### config.mk
export PLATFORM = sky130hd
export DESIGN_NAME = hazard_forward_unit
export DESIGN_NICKNAME = d
export VERILOG_FILES = /design/src/rtl/hazard_forward_unit_pkg.sv /design/src/rtl/hazard_forward_unit_fwd_select.sv /design/src/rtl/hazard_forward_unit.sv
export SDC_FILE = /design/constraint.sdc
export NUM_CORES = 1
export LEC_CHECK = 0
export ABC_AREA = 1
export ABC_CLOCK_PERIOD_IN_PS = 3400
export BUFFER_PORTS_ARGS = -buffer_cell sky130_fd_sc_hd__buf_2
export CAP_MARGIN = 0
export CORE_MARGIN = 3
export CORE_UTILIZATION = 50
export CTS_BUF_LIST = sky130_fd_sc_hd__clkbuf_8
export DETAILED_ROUTE_END_ITERATION = 10
export GPL_ROUTABILITY_DRIVEN = 0
export PLACE_DENSITY_LB_ADDON = 0.05
export SKIP_LAST_GASP = 1
export SLEW_MARGIN = 0
export SYNTH_ARGS = -nofsm -noshare
export SYNTH_HDL_FRONTEND = slang
export SYNTH_SLANG_ARGS = --single-unit
### constraint.sdc
create_clock -name clk -period 3.4 [get_ports clk]
set_input_delay 0.68 -clock clk [delete_from_list [all_inputs] [get_ports clk]]
set_output_delay 0.68 -clock clk [all_outputs]
set_load 0.1 [all_outputs]
### src/rtl/hazard_forward_unit_pkg.sv
// hazard_forward_unit_pkg: shared select encodings, register constants and shadow-stage types
// Package mips_ctrl_pkg
//   FWD_*     EX operand mux select encodings
//   REG_ZERO  hard-wired zero register index
//   idex_t    ID/EX shadow stage; wb_t  EX/MEM and MEM/WB shadow stages
package mips_ctrl_pkg;
    localparam int REG_BITS = 5;
    localparam logic [1:0] FWD_REGFILE = 2'b00;
    localparam logic [1:0] FWD_MEMWB   = 2'b01;
    localparam logic [1:0] FWD_EXMEM   = 2'b10;
    localparam logic [REG_BITS-1:0] REG_ZERO = 5'd0;
    typedef struct packed {
        logic [REG_BITS-1:0] rs;
        logic [REG_BITS-1:0] rt;
        logic                uses_rs;
        logic                uses_rt;
        logic [REG_BITS-1:0] dest;
        logic                reg_write;
        logic                mem_read;
    } idex_t;
    typedef struct packed {
        logic [REG_BITS-1:0] dest;
        logic                reg_write;
    } wb_t;
endpackage

### src/rtl/hazard_forward_unit_fwd_select.sv
// fwd_select: per-operand forwarding priority comparator (EX/MEM over MEM/WB, never $0)
// Ports: src/uses  operand register index and whether it is read
//        exmem_*   EX/MEM destination and write enable
//        memwb_*   MEM/WB destination and write enable
//        sel       operand mux select
module fwd_select
    import mips_ctrl_pkg::*;
#(
    parameter int REG_W = REG_BITS
) (
    input  logic [REG_W-1:0] src,
    input  logic             uses,
    input  logic [REG_W-1:0] exmem_dest,
    input  logic             exmem_we,
    input  logic [REG_W-1:0] memwb_dest,
    input  logic             memwb_we,
    output logic [1:0]       sel
);
    logic hit_exmem;
    logic hit_memwb;
    assign hit_exmem = uses & exmem_we & (exmem_dest != REG_W'(REG_ZERO)) & (exmem_dest == src);
    assign hit_memwb = uses & memwb_we & (memwb_dest != REG_W'(REG_ZERO)) & (memwb_dest == src);
    assign sel = hit_exmem ? FWD_EXMEM : hit_memwb ? FWD_MEMWB : FWD_REGFILE;
endmodule

### src/rtl/hazard_forward_unit.sv
// hazard_forward_unit: forwarding selects, load-use stall, branch flush and perf counters for a 5-stage MIPS pipe
// Ports: id_*            decode-stage operand/destination/control info
//        ex_branch_taken branch resolved taken in EX
//        fwd_a/fwd_b     EX operand mux selects
//        pc_write/ifid_write/ifid_flush/idex_bubble  pipeline controls
//        stall_count/flush_count  load-use stall and branch flush cycle counters
module hazard_forward_unit
    import mips_ctrl_pkg::*;
#(
    parameter int REG_W = REG_BITS,
    parameter int CNT_W = 32
) (
    input  logic             clk,
    input  logic             rst,
    input  logic [REG_W-1:0] id_rs,
    input  logic [REG_W-1:0] id_rt,
    input  logic             id_uses_rs,
    input  logic             id_uses_rt,
    input  logic [REG_W-1:0] id_dest,
    input  logic             id_reg_write,
    input  logic             id_mem_read,
    input  logic             ex_branch_taken,
    output logic [1:0]       fwd_a,
    output logic [1:0]       fwd_b,
    output logic             pc_write,
    output logic             ifid_write,
    output logic             ifid_flush,
    output logic             idex_bubble,
    output logic [CNT_W-1:0] stall_count,
    output logic [CNT_W-1:0] flush_count
);
    idex_t idex;
    idex_t idex_next;
    wb_t   exmem;
    wb_t   memwb;
    logic  load_use;

    // Only a load in EX can't be covered by forwarding; one bubble lets MEM/WB supply it.
    assign load_use = idex.mem_read & (idex.dest != REG_ZERO) &
                      (((idex.dest == id_rs) & id_uses_rs) | ((idex.dest == id_rt) & id_uses_rt));

    // A taken branch discards the ID instruction, so it overrides a pending stall.
    assign ifid_flush  = ex_branch_taken;
    assign idex_bubble = ex_branch_taken | load_use;
    assign pc_write    = ex_branch_taken | ~load_use;
    assign ifid_write  = ex_branch_taken | ~load_use;

    assign idex_next = idex_bubble ? '0 : '{rs: id_rs, rt: id_rt, uses_rs: id_uses_rs, uses_rt: id_uses_rt,
                                            dest: id_dest, reg_write: id_reg_write, mem_read: id_mem_read};

    always_ff @(posedge clk or posedge rst) begin
        if (rst) begin
            idex        <= '0;
            exmem       <= '0;
            memwb       <= '0;
            stall_count <= '0;
            flush_count <= '0;
        end else begin
            idex        <= idex_next;
            exmem       <= '{dest: idex.dest, reg_write: idex.reg_write};
            memwb       <= exmem;
            stall_count <= stall_count + CNT_W'(load_use & ~ex_branch_taken);
            flush_count <= flush_count + CNT_W'(ex_branch_taken);
        end
    end

    fwd_select #(.REG_W(REG_W)) u_fwd_a (
        .src(idex.rs), .uses(idex.uses_rs),
        .exmem_dest(exmem.dest), .exmem_we(exmem.reg_write),
        .memwb_dest(memwb.dest), .memwb_we(memwb.reg_write),
        .sel(fwd_a)
    );

    fwd_select #(.REG_W(REG_W)) u_fwd_b (
        .src(idex.rt), .uses(idex.uses_rt),
        .exmem_dest(exmem.dest), .exmem_we(exmem.reg_write),
        .memwb_dest(memwb.dest), .memwb_we(memwb.reg_write),
        .sel(fwd_b)
    );
endmodule

# After elaboration in Yosys (flattened, before gate mapping)
# Cells that the tools add are included.
[op_classes]
addsub = 2
mul = 0
n_div = 0
order_cmp = 0
eq_ne = 6
n_shift = 0
n_mux = 5
bitwise = 22
reduce_logical = 3
[op_table]
columns = ["op", "n"]
rows = [
  ["adder 32 x 1 -> 32 bit", 1],
  ["adder 32 bit", 1],
  ["AND 1 x 32 -> 32 bit", 1],
  ["inverter 1 -> 32 bit", 1],
  ["== test 5 bit", 6],
  ["two-way mux 19 bit", 1],
  ["AND 1 bit", 16],
  ["nonzero test 5 bit", 3],
  ["two-way mux 2 bit", 2],
  ["bitwise OR 1 bit", 3],
  ["two-way mux 1 bit", 2],
  ["inverter 1 bit", 1],
]
[totals]
ff_bits = 95
latch_bits = 0
mem_bits_rw = 0
romBits = 0
input_bits = 22
out_inout_bits = 72
elab_cells = 51
mem_count = 0

# Longest topological paths before layout
# Gate-level depths: netlist (run 1).
[depth]
depth_word = 6
ltp_mapped = 16
depth_no_buf = 16

# Modules after synthesis
# A second synthesis (run 1) with hierarchy kept.
[hier_totals]
cells_unflattened = 624
area_unflattened_um2 = 5008.6
[modules_own_cells]
columns = ["module", "n_inst", "cells_per_inst", "area_per_inst_um2", "seq_area_each_um2"]
rows = [
  ["hazard_forward_unit", 1, 510, 4540.6, 2377.3],
  ["fwd_select", 2, 57, 234.0, 0.0],
]

# Least setup slack after synthesis (run 1)
# OpenSTA, ideal clock, no wires.
[synth_timing]
kind = "input -> output"
from = "input id_rt[3]"
to = "output pc_write"
arrival_time_ns = 2.100
t_required_ns = 2.720
slack_ns = 0.620
path_stages = 10
path_buffers = 1
path_cell_list = "inv_1 nand2_1 nand2_1 nor2_1 nand3_1 nand2_1 nand2_1 nor2_1 inv_1 buf_4"
[synth_between]
elab_chain_cells = 6
[synth_rtl]
columns = ["item", "line", "text"]
rows = [
  ["from (decl)", "hazard_forward_unit.sv:16", "input logic [REG_W-1:0] id_rt,"],
  ["== test 5 bit", "hazard_forward_unit.sv:40", "(((idex.dest == id_rs) & id_uses_rs) | ((idex.dest == id_rt) & id_uses_rt));"],
  ["AND 1 bit", "hazard_forward_unit.sv:40", ""],
  ["bitwise OR 1 bit", "hazard_forward_unit.sv:40", ""],
  ["AND 1 bit", "hazard_forward_unit.sv:39", "assign load_use = idex.mem_read & (idex.dest != REG_ZERO) &"],
  ["inverter 1 bit", "--", ""],
  ["bitwise OR 1 bit", "--", ""],
  ["to (decl)", "hazard_forward_unit.sv:25", "output logic pc_write,"],
]
# No other way between the ends.

# Worst setup path after layout (run 1)
[layout_timing]
from = "register idex[4] (netlist bit)"
to = "output ifid_write"
[layout_between]
elab_chain_cells = 6
elab_cells_between_ends = 10
classes_between = "eq/ne: 2; bitwise: 7; reduce/logical: 1"
[layout_rtl]
columns = ["item", "line", "text"]
rows = [
  ["from (decl)", "hazard_forward_unit.sv:32", "idex_t idex;"],
  ["from (signal assigned)", "hazard_forward_unit.sv:59", "idex <= idex_next;"],
  ["== test 5 bit", "hazard_forward_unit.sv:40", ""],
  ["AND 1 bit", "hazard_forward_unit.sv:40", ""],
  ["bitwise OR 1 bit", "hazard_forward_unit.sv:40", ""],
  ["AND 1 bit (*)", "hazard_forward_unit.sv:39", ""],
  ["inverter 1 bit (*)", "hazard_forward_unit.sv:46", "assign ifid_write = ex_branch_taken | ~load_use;"],
  ["bitwise OR 1 bit (*)", "hazard_forward_unit.sv:46", ""],
  ["to (decl)", "hazard_forward_unit.sv:26", "output logic ifid_write,"],
]
# Mark *: on every way between the ends. The rest lies on a longest branch, timed or not.

==> results of run 1 <==
-- where the power goes --
group          internal (mW)  leakage, nW  switching [mW]  total [mW]
logic                  0.106         1.63           0.501       0.607
clock network          0.351        0.106           0.416       0.767
registers               1.19         1.23          0.0795        1.27
-- worst min-delay path by stage --
stage / startpoint / endpoint
6_report: idex[1]$_DFF_PP0_ / exmem[0]$_DFF_PP0_
5_1_grt: idex[1]$_DFF_PP0_ / exmem[0]$_DFF_PP0_
4_1_cts: idex[1]$_DFF_PP0_ / exmem[0]$_DFF_PP0_
3_5_place_dp: idex[1]$_DFF_PP0_ / exmem[0]$_DFF_PP0_
3_3_place_gp: idex[1]$_DFF_PP0_ / exmem[0]$_DFF_PP0_
2_1_floorplan: idex[1]$_DFF_PP0_ / exmem[0]$_DFF_PP0_
-- cells in the mapped netlist --
cell      number  area share, %
a21oi_1        2           0.21
and3_1         1           0.13
buf_2          2           0.21
buf_4          4           0.62
dfrtp_1       95             49
ha_1           4            1.0
inv_1         64            4.9
inv_2          6           0.46
nand2_1      160             12
nand2_2        6           0.77
nand2_4        3           0.69
nand3_1       17            1.7
nand3_2        2           0.41
nand3_4        2           0.72
nand3b_1       3           0.46
nand4_1        8            1.0
nor2_1        94            7.2
nor2_2         5           0.64
nor2_4         6            1.4
nor3_1        15            1.5
nor3_2         9            1.9
nor3_4         2           0.67
nor3b_1        1           0.15
o211ai_1       2           0.31
o21ai_0        2           0.21
o22ai_1        5           0.64
xnor2_1       23            4.1
xor2_1        37            6.7
-- stage by stage --
stage               cells  utilization [%]
global route          816             60.7
CTS                   816             60.7
floorplan             580                -
global placement      800             58.6
detailed placement    800             58.6
finish                816             60.7
-- per-layer routing --
layer | GRT usage, % | vias up | routed length, um
li1 | - | 1992 | -
met1 | 27.3 | 1934 | 5000
met2 | 37.0 | 126 | 5610
met3 | 3.58 | 19 | 511
met4 | 7.31 | 0 | 212
met5 | 0 | - | 0
-- state kept, by name (all words and copies together) (netlist names) --
| register | flops |
|---|---|
| stall_count | 32 |
| idex | 19 |
| flush_count | 32 |
| exmem | 6 |
| memwb | 6 |
-- cells by family (layout without fill, tap and decap cells) --
kind of cell               count (synthesis)  count (layout)  synth area share [%]
buffers and inverters                     76             183                  6.22
xor gates and xnor gates                  60              60                  10.8
adders and majority gates                  4               4                  1.03
DFF                                       95              95                  48.8
and+or+nand+nor                          334             334                  31.8
AOI/OAI and AO/OA                         11              11                  1.36
-- cells in the final DEF, fill, tap and decap left out, drive strengths merged --
master and n:
inv 73, clkinv 3, o21ai 2, nand4 8, nor3 26, buf 97
o211ai 2, clkbuf 9, nor3b 1, nand3b 3, xor2 37, nand3 21
nand2 169, dfrtp 95, xnor2 23, ha 4, o22ai 5, bufinv 1
nor2 105, and3 1, a21oi 2
-- area by class of cell --
| type | instances | area [um^2] | area share (%) |
|---|---|---|---|
| clock buffers | 9 | 124 | 2.18 |
| clock inverters | 7 | 77.6 | 1.36 |
| inverters | 70 | 264 | 4.64 |
| multi-input cells | 409 | 2190 | 38.5 |
| flip-flops and latches | 95 | 2380 | 41.8 |
| well taps | 129 | 161 | 2.84 |
| repair buffers | 97 | 495 | 8.71 |
==> reports/qor.yml, run 1 <==
fin_crit_sh_pct: 75.0
die_h_um: 105
synth_warnings: 0
r2r-end: "stall_count[20]$_DFF_PP0_"
drc: 0
grt_max_degree: 56
drt_iter0_markers: 134
clk_latency_ps: 360
report.final.slew_viol_count: 0
total_power_mw: 2.65
postPlaceCellArea_um2: 5490
rr_startpoint: "idex[4]$_DFF_PP0_"
io_pins: 94
max_freq_mhz: 392
synth-seq-cells: 95
final.setup.tns_ps: 0
n_antenna_cell: 0
r2r_setup_slack_ps: 890
final_cell_area_um2: 5690
synth.avg_cell_area_um2: 8.40
h-tree-depth: 3
grt.total_usage_pct: 21.4
synthDistinctLibCells: 28
required_ps: 2720
dieArea_um2: 11000
reg2reg_depth: 16
cts_hold_buf: 0
worstSetupEndpoint: "ifid_write"
portBuffers: 93
synth_nets: 606
dr_total_vias: 4071
first_global_vias: 4006
dp_hpwl_mm: 9.00
ys_seq_area_share_pct: 48.8
start_kind: "flop"
wl_per_cell_um: 13.9
critical_path_class: "flop to output pin"
crit_cells: 10
cp_common_cell: "nand2_1"
hold_class: "flop to flop"
finalSetupViolCount: 0
cts_tree: "yes"
gr-total-overflow: 0
drive_gt1_share_pct: 22.6
num-fill-cells: 869
detail-route-antenna-nets: 0
setup_ws_ps: 849
cp_slowest_cell: "dfrtp_1"
hold-worst-slack_ps: 355
startpoint: "idex[4]$_DFF_PP0_"
place_ws_ps: 599
syn_inst: 580
path_buf_inv: 3
endpoint_kind: "output pin"
via_per_inst: 4.99
core_area_um2: 9370
fin_crit_ps: 2550
cts_buffer_depth: 2
antenna_found_initial: 0
cts_root_buffer: "clkbuf_8"
die_x_um: 105
nets: 708
dr.pass1.iters: 4
cts_buffers: 9
vdd_drop_max_mv: 0.307
power.leakage_nw: 2.96
worstPathCellList: "inv_1 -> nand2_1 -> nand2_1 -> nor2_1 -> nand3_1 -> nand2_1 -> nand2_1 -> nor2_1 -> inv_1 -> buf_2"
status: "finished, final reports clean"
cpPeakStageDelay_ps: 430
clk_pin_slew_worst_paths_ps: 90
ctsResizeCount: 0
rsz0062_at_grt: "false"
critPathMaxFanout: 4
critPathArrivalTime_ps: 1870
hold_violations: 0
post_cts_buffers: 0
area_delta_synth_final_pct: 16.8
cts_num_sinks: 95
relSlewSlack_pct: 38.5
cpLargestDelayFamily: "simple AND/OR/NAND/NOR gates"
min_delay_path_depth: 0
worst-slew-pin-transition_ps: 922
finClkSkew_ps: 11.0
maxCapViolCount: 0
netlist_area_um2: 4870
grt_pass1_wl_mm: 19.0
start_util_pct: 52.0
powerDensity_nw_per_um2: 465
routed_wl_mm: 11.3
placementRows: 35
Power figures use the tool's default switching activity.
==> inputs of run 2 (changes only) <==
ABC_CLOCK_PERIOD_IN_PS = 2600   (was 3400)
clock period = 2.6 ns   (was 3.4 ns; I/O delays follow)
==> reports/qor.yml, run 2 (same netlist as run 1, synthesis figures left out) <==
dp_cells: 799  # -0.13%
start_util_pct: 52.0  # unchanged
post_cts_buffers: 0  # unchanged
max_freq_mhz: 424
r2r_setup_slack_ps: 250  # -640 ps
report.final.slew_viol_count: 0  # unchanged
num-fill-cells: 922  # +6.1%
vdd_drop_max_mv: 0.345  # +12%
required_ps: 2080  # -640 ps
portBuffers: 93  # unchanged
r2r-end: "stall_count[20]$_DFF_PP0_"
endpoint_kind: "output pin"
final_cells: 815  # -0.12%
detail-route-antenna-nets: 0  # unchanged
finalSetupViolCount: 0  # unchanged
dr.pass1.iters: 4  # unchanged
multi_input_area_um2: 2190  # unchanged
power.leakage_nw: 2.97  # +0.24%
clk_latency_ps: 340  # -20 ps
status: "finished, final reports clean"
layout_commonest_cell: "nand2_1"
rsz0062_at_grt: "false"
grt_pass1_wl_mm: 18.5  # -2.3%
worst-slew-pin-transition_ps: 498  # -424 ps
drt_iter0_markers: 193  # +44%
worstSetupEndpoint: "fwd_b[0]"
hold_class: "input pin to async pin"
reg2reg_depth: 16  # unchanged
grt.total_usage_pct: 20.7  # -0.74 points
ctsResizeCount: 0  # unchanged
placementRows: 35  # unchanged
routed_wl_mm: 11.1  # -1.9%
final_cell_area_um2: 5720  # +0.51%
startpoint: "exmem[2]$_DFF_PP0_"
io_pins: 94  # unchanged
top_regs: "flush_count (32), stall_count (32), idex (19)"
final.setup.tns_ps: 0  # unchanged
cts_buffer_depth: 2  # unchanged
start_kind: "flop"
rr_startpoint: "idex[4]$_DFF_PP0_"
postPlaceCellArea_um2: 5510  # +0.41%
powerDensity_nw_per_um2: 603  # +30%
die_h_um: 105  # unchanged
nets: 707  # -0.14%
grt_max_degree: 96  # +71%
cts_buffers: 9  # unchanged
final_cell_mix: "nand2_1 (160), dfrtp_1 (95), nor2_1 (94)"
dr_total_vias: 4017  # -1.3%
cts_num_sinks: 95  # unchanged
critical_path_class: "flop to output pin"
via_per_inst: 4.93  # -1.2%
maxCapViolCount: 0  # unchanged
fin_crit_ps: 2360
dp_hpwl_mm: 8.82  # -2.0%
die_x_um: 105  # unchanged
dieArea_um2: 11000  # unchanged
area_delta_synth_final_pct: 17.4
clk_pin_slew_worst_paths_ps: 90  # about the same
hold_violations: 0  # unchanged
first_global_vias: 3949  # -1.4%
core_area_um2: 9370  # unchanged
drc: 0  # unchanged
antenna_found_initial: 0  # unchanged
seq_area_um2: 2380  # unchanged
h-tree-depth: 3  # unchanged
finClkSkew_ps: 10.3  # -0.708 ps
wl_per_cell_um: 13.6  # -1.8%
final_util_pct: 61.0  # +0.31 points
critPathArrivalTime_ps: 1840  # -30 ps
cts_root_buffer: "clkbuf_8"
cts_hold_buf: 0  # unchanged
gr-total-overflow: 0  # unchanged
fin_crit_sh_pct: 90.7
critPathMaxFanout: 6  # +2
n_antenna_cell: 0  # unchanged
relSlewSlack_pct: 67.0  # +28 points
cts_tree: "yes"
drive_gt1_share_pct: 22.3  # -0.26 points
==> run 2: worst min-delay path by stage <==
stage                            startpoint                         to
after floorplan           idex[1]$_DFF_PP0_         exmem[0]$_DFF_PP0_
after global placement    idex[1]$_DFF_PP0_         exmem[0]$_DFF_PP0_
after detailed placement  idex[1]$_DFF_PP0_         exmem[0]$_DFF_PP0_
after CTS                               rst  flush_count[23]$_DFF_PP0_
after global routing                    rst         memwb[2]$_DFF_PP0_
final                                   rst  flush_count[15]$_DFF_PP0_
==> run 2: final cells by class <==
cell class | count | share of cell area, %
clock buffers | 11 | 2.65
clock inverters | 5 | 0.985
inverters | 70 | 4.66
multi-input cells | 409 | 38.3
flip-flops and latches | 95 | 41.6
well taps | 129 | 2.82
repair buffers | 96 | 9.02
==> run 2: through the flow <==
stage,worst slack [ps],power [mW],hold slack (ps)
2_1_floorplan,18.2,2.32,331
6_report,241,3.45,294
3_5_place_dp,98.1,2.49,335
5_1_grt,54.4,3.60,340
3_3_place_gp,195,2.48,332
4_1_cts,206,3.49,327
==> run 2: power breakdown <==
group	switching, mW	internal, mW	leakage (nW)
Clock	0.498	0.498	0.111
Sequential	0.100	1.56	1.23
Combinational	0.651	0.143	1.63
Total	1.25	2.20	2.97
==> run 2: worst max-delay path: stages (launching register included) <==
cell and delay (ps):
dfrtp_1 450, nor3_1 240, nand3_1 120, nand4_1 80
nor2_1 60, nor2_1 110, buf_2 440
==> run 2: routing by layer <==
| layer | wire [um] | global-route usage (%) | share of wire (%) | up-vias |
|---|---|---|---|---|
| li1 | - | - | - | 1989 |
| met1 | 4870 | 26.9 | 44 | 1923 |
| met2 | 5650 | 36.5 | 51 | 95 |
| met3 | 483 | 2.78 | 4.3 | 10 |
| met4 | 103 | 5.15 | 0.93 | 0 |
| met5 | 0 | 0 | 0 | - |
==> inputs of run 3 (changes only) <==
CTS_BUF_LIST = default   (was sky130_fd_sc_hd__clkbuf_8)
==> reports/qor.yml, run 3 (same netlist as run 1, synthesis figures left out) <==
status: "finished, final reports clean"
gr-total-overflow: 0  # unchanged
final_util_pct: 61.0  # unchanged
drc: 0  # unchanged
placementRows: 35  # unchanged
met1_length_mm: 4.87  # unchanged
n_antenna_cell: 0  # unchanged
critPathArrivalTime_ps: 1840  # about the same
vdd_drop_max_mv: 0.345  # unchanged
reg2reg_depth: 16  # unchanged
drive_gt1_share_pct: 22.3  # unchanged
hold_violations: 0  # unchanged
critical_path_class: "flop to output pin"
max_freq_mhz: 424  # unchanged
required_ps: 2080  # about the same
startpoint: "exmem[2]$_DFF_PP0_"
io_pins: 94  # unchanged
num-fill-cells: 922  # unchanged
via_per_inst: 4.93  # unchanged
dieArea_um2: 11000  # unchanged
endpoint_kind: "output pin"
hold-worst-slack_ps: 294  # unchanged
detail-route-antenna-nets: 0  # unchanged
highest_layer: "met4"
dr_wl_met2_mm: 5.65  # unchanged
multi_input_area_um2: 2190  # unchanged
maxCapViolCount: 0  # unchanged
hold_class: "input pin to async pin"
final_cell_mix: "nand2_1 (160), dfrtp_1 (95), nor2_1 (94)"
grt.total_usage_pct: 20.7  # unchanged
dr_wl_met3_um: 483  # unchanged
post_cts_buffers: 0  # unchanged
cts_buffers: 9  # unchanged
wl_per_cell_um: 13.6  # unchanged
first_global_vias: 3949  # unchanged
worst-slew-pin-transition_ps: 498  # unchanged
start_util_pct: 52.0  # unchanged
relSlewSlack_pct: 67.0  # unchanged
layout_commonest_cell: "nand2_1"
finClkSkew_ps: 10.1  # -0.189 ps
die_h_um: 105  # unchanged
cts_tree: "yes"
area_delta_synth_final_pct: 17.4  # unchanged
die_x_um: 105  # unchanged
drt_iter0_markers: 193  # unchanged
grt_max_degree: 96  # unchanged
nets: 707  # unchanged
start_kind: "flop"
h-tree-depth: 3  # unchanged
final.setup.tns_ps: 0  # unchanged
fin_crit_sh_pct: 90.7  # unchanged
core_area_um2: 9370  # unchanged
powerDensity_nw_per_um2: 604  # +0.11%
antenna_found_initial: 0  # unchanged
dr_total_vias: 4017  # unchanged
clk_latency_ps: 340  # about the same
routed_wl_mm: 11.1  # unchanged
seq_area_um2: 2380  # unchanged
portBuffers: 93  # unchanged
cts_buffer_depth: 2  # unchanged
cts_root_buffer: "clkbuf_8"
cts_num_sinks: 95  # unchanged
r2r-end: "stall_count[20]$_DFF_PP0_"
rsz0062_at_grt: "false"
dp_hpwl_mm: 8.82  # unchanged
r2r_setup_slack_ps: 250  # about the same
rr_startpoint: "idex[4]$_DFF_PP0_"
ctsResizeCount: 0  # unchanged
worstSetupEndpoint: "fwd_b[0]"
cts_hold_buf: 0  # unchanged
critPathMaxFanout: 6  # unchanged
finalSetupViolCount: 0  # unchanged
clk_pin_slew_worst_paths_ps: 90  # about the same
grt_pass1_wl_mm: 18.5  # unchanged
dr.pass1.iters: 4  # unchanged
top_regs: "flush_count (32), stall_count (32), idex (19)"
power.leakage_nw: 2.97  # -0.14%
report.final.slew_viol_count: 0  # unchanged
fin_crit_ps: 2360  # unchanged
## run 3: changes by cell type in the layout (fill, tap and decap cells not counted), sizes merged
cell    delta
inv        -1
clkbuf     +1
## run 3: final cells by class
type,instances,share of cell area (%)
Clock inverter,4,0.919
Multi-Input combinational cell,409,38.3
Timing Repair Buffer,96,9.02
Sequential cell,95,41.6
Clock buffer,12,2.71
Inverter,70,4.66
Tap cell,129,2.82
## run 3: routing by layer
layer / vias to the layer above / GRT usage [%]
li1: 1989 / -
met1: 1923 / 26.9
met2: 95 / 36.5
met3: 10 / 2.78
met4: 0 / 5.15
met5: - / 0
## run 3: per-stage QoR
step	cell area (um^2)	power, mW	worst slack [ps]	cells
floorplan	4870	2.32	18.2	580
global placement	5510	2.48	195	799
detailed placement	5510	2.49	98.1	799
CTS	5720	3.49	206	815
global route	5720	3.60	54.4	815
finish	5720	3.45	241	815
## run 3: critical path, stage by stage, from the launching register on
cell and delay [ps]:
dfrtp_1 450, nor3_1 240, nand3_1 120, nand4_1 80
nor2_1 60, nor2_1 110, buf_2 440
## run 3: how the worst min path moves through the flow
| stage | startpoint | end | slack [ps] | cells after the start |
|---|---|---|---|---|
| final | rst | flush_count[15]$_DFF_PP0_ | 290 | 3 |
| after floorplan | idex[1]$_DFF_PP0_ | exmem[0]$_DFF_PP0_ | 330 | 0 |
| after global routing | rst | memwb[2]$_DFF_PP0_ | 340 | 3 |
| after global placement | idex[1]$_DFF_PP0_ | exmem[0]$_DFF_PP0_ | 330 | 0 |
| after detailed placement | idex[1]$_DFF_PP0_ | exmem[0]$_DFF_PP0_ | 330 | 0 |
| after CTS | rst | flush_count[23]$_DFF_PP0_ | 330 | 3 |
## run 3: power by group
| part | internal [mW] | total (mW) | switching (mW) | leakage [nW] |
|---|---|---|---|---|
| Clock | 0.502 | 0.999 | 0.497 | 0.107 |
| Combinational | 0.143 | 0.793 | 0.651 | 1.63 |
| Sequential | 1.56 | 1.66 | 0.100 | 1.23 |
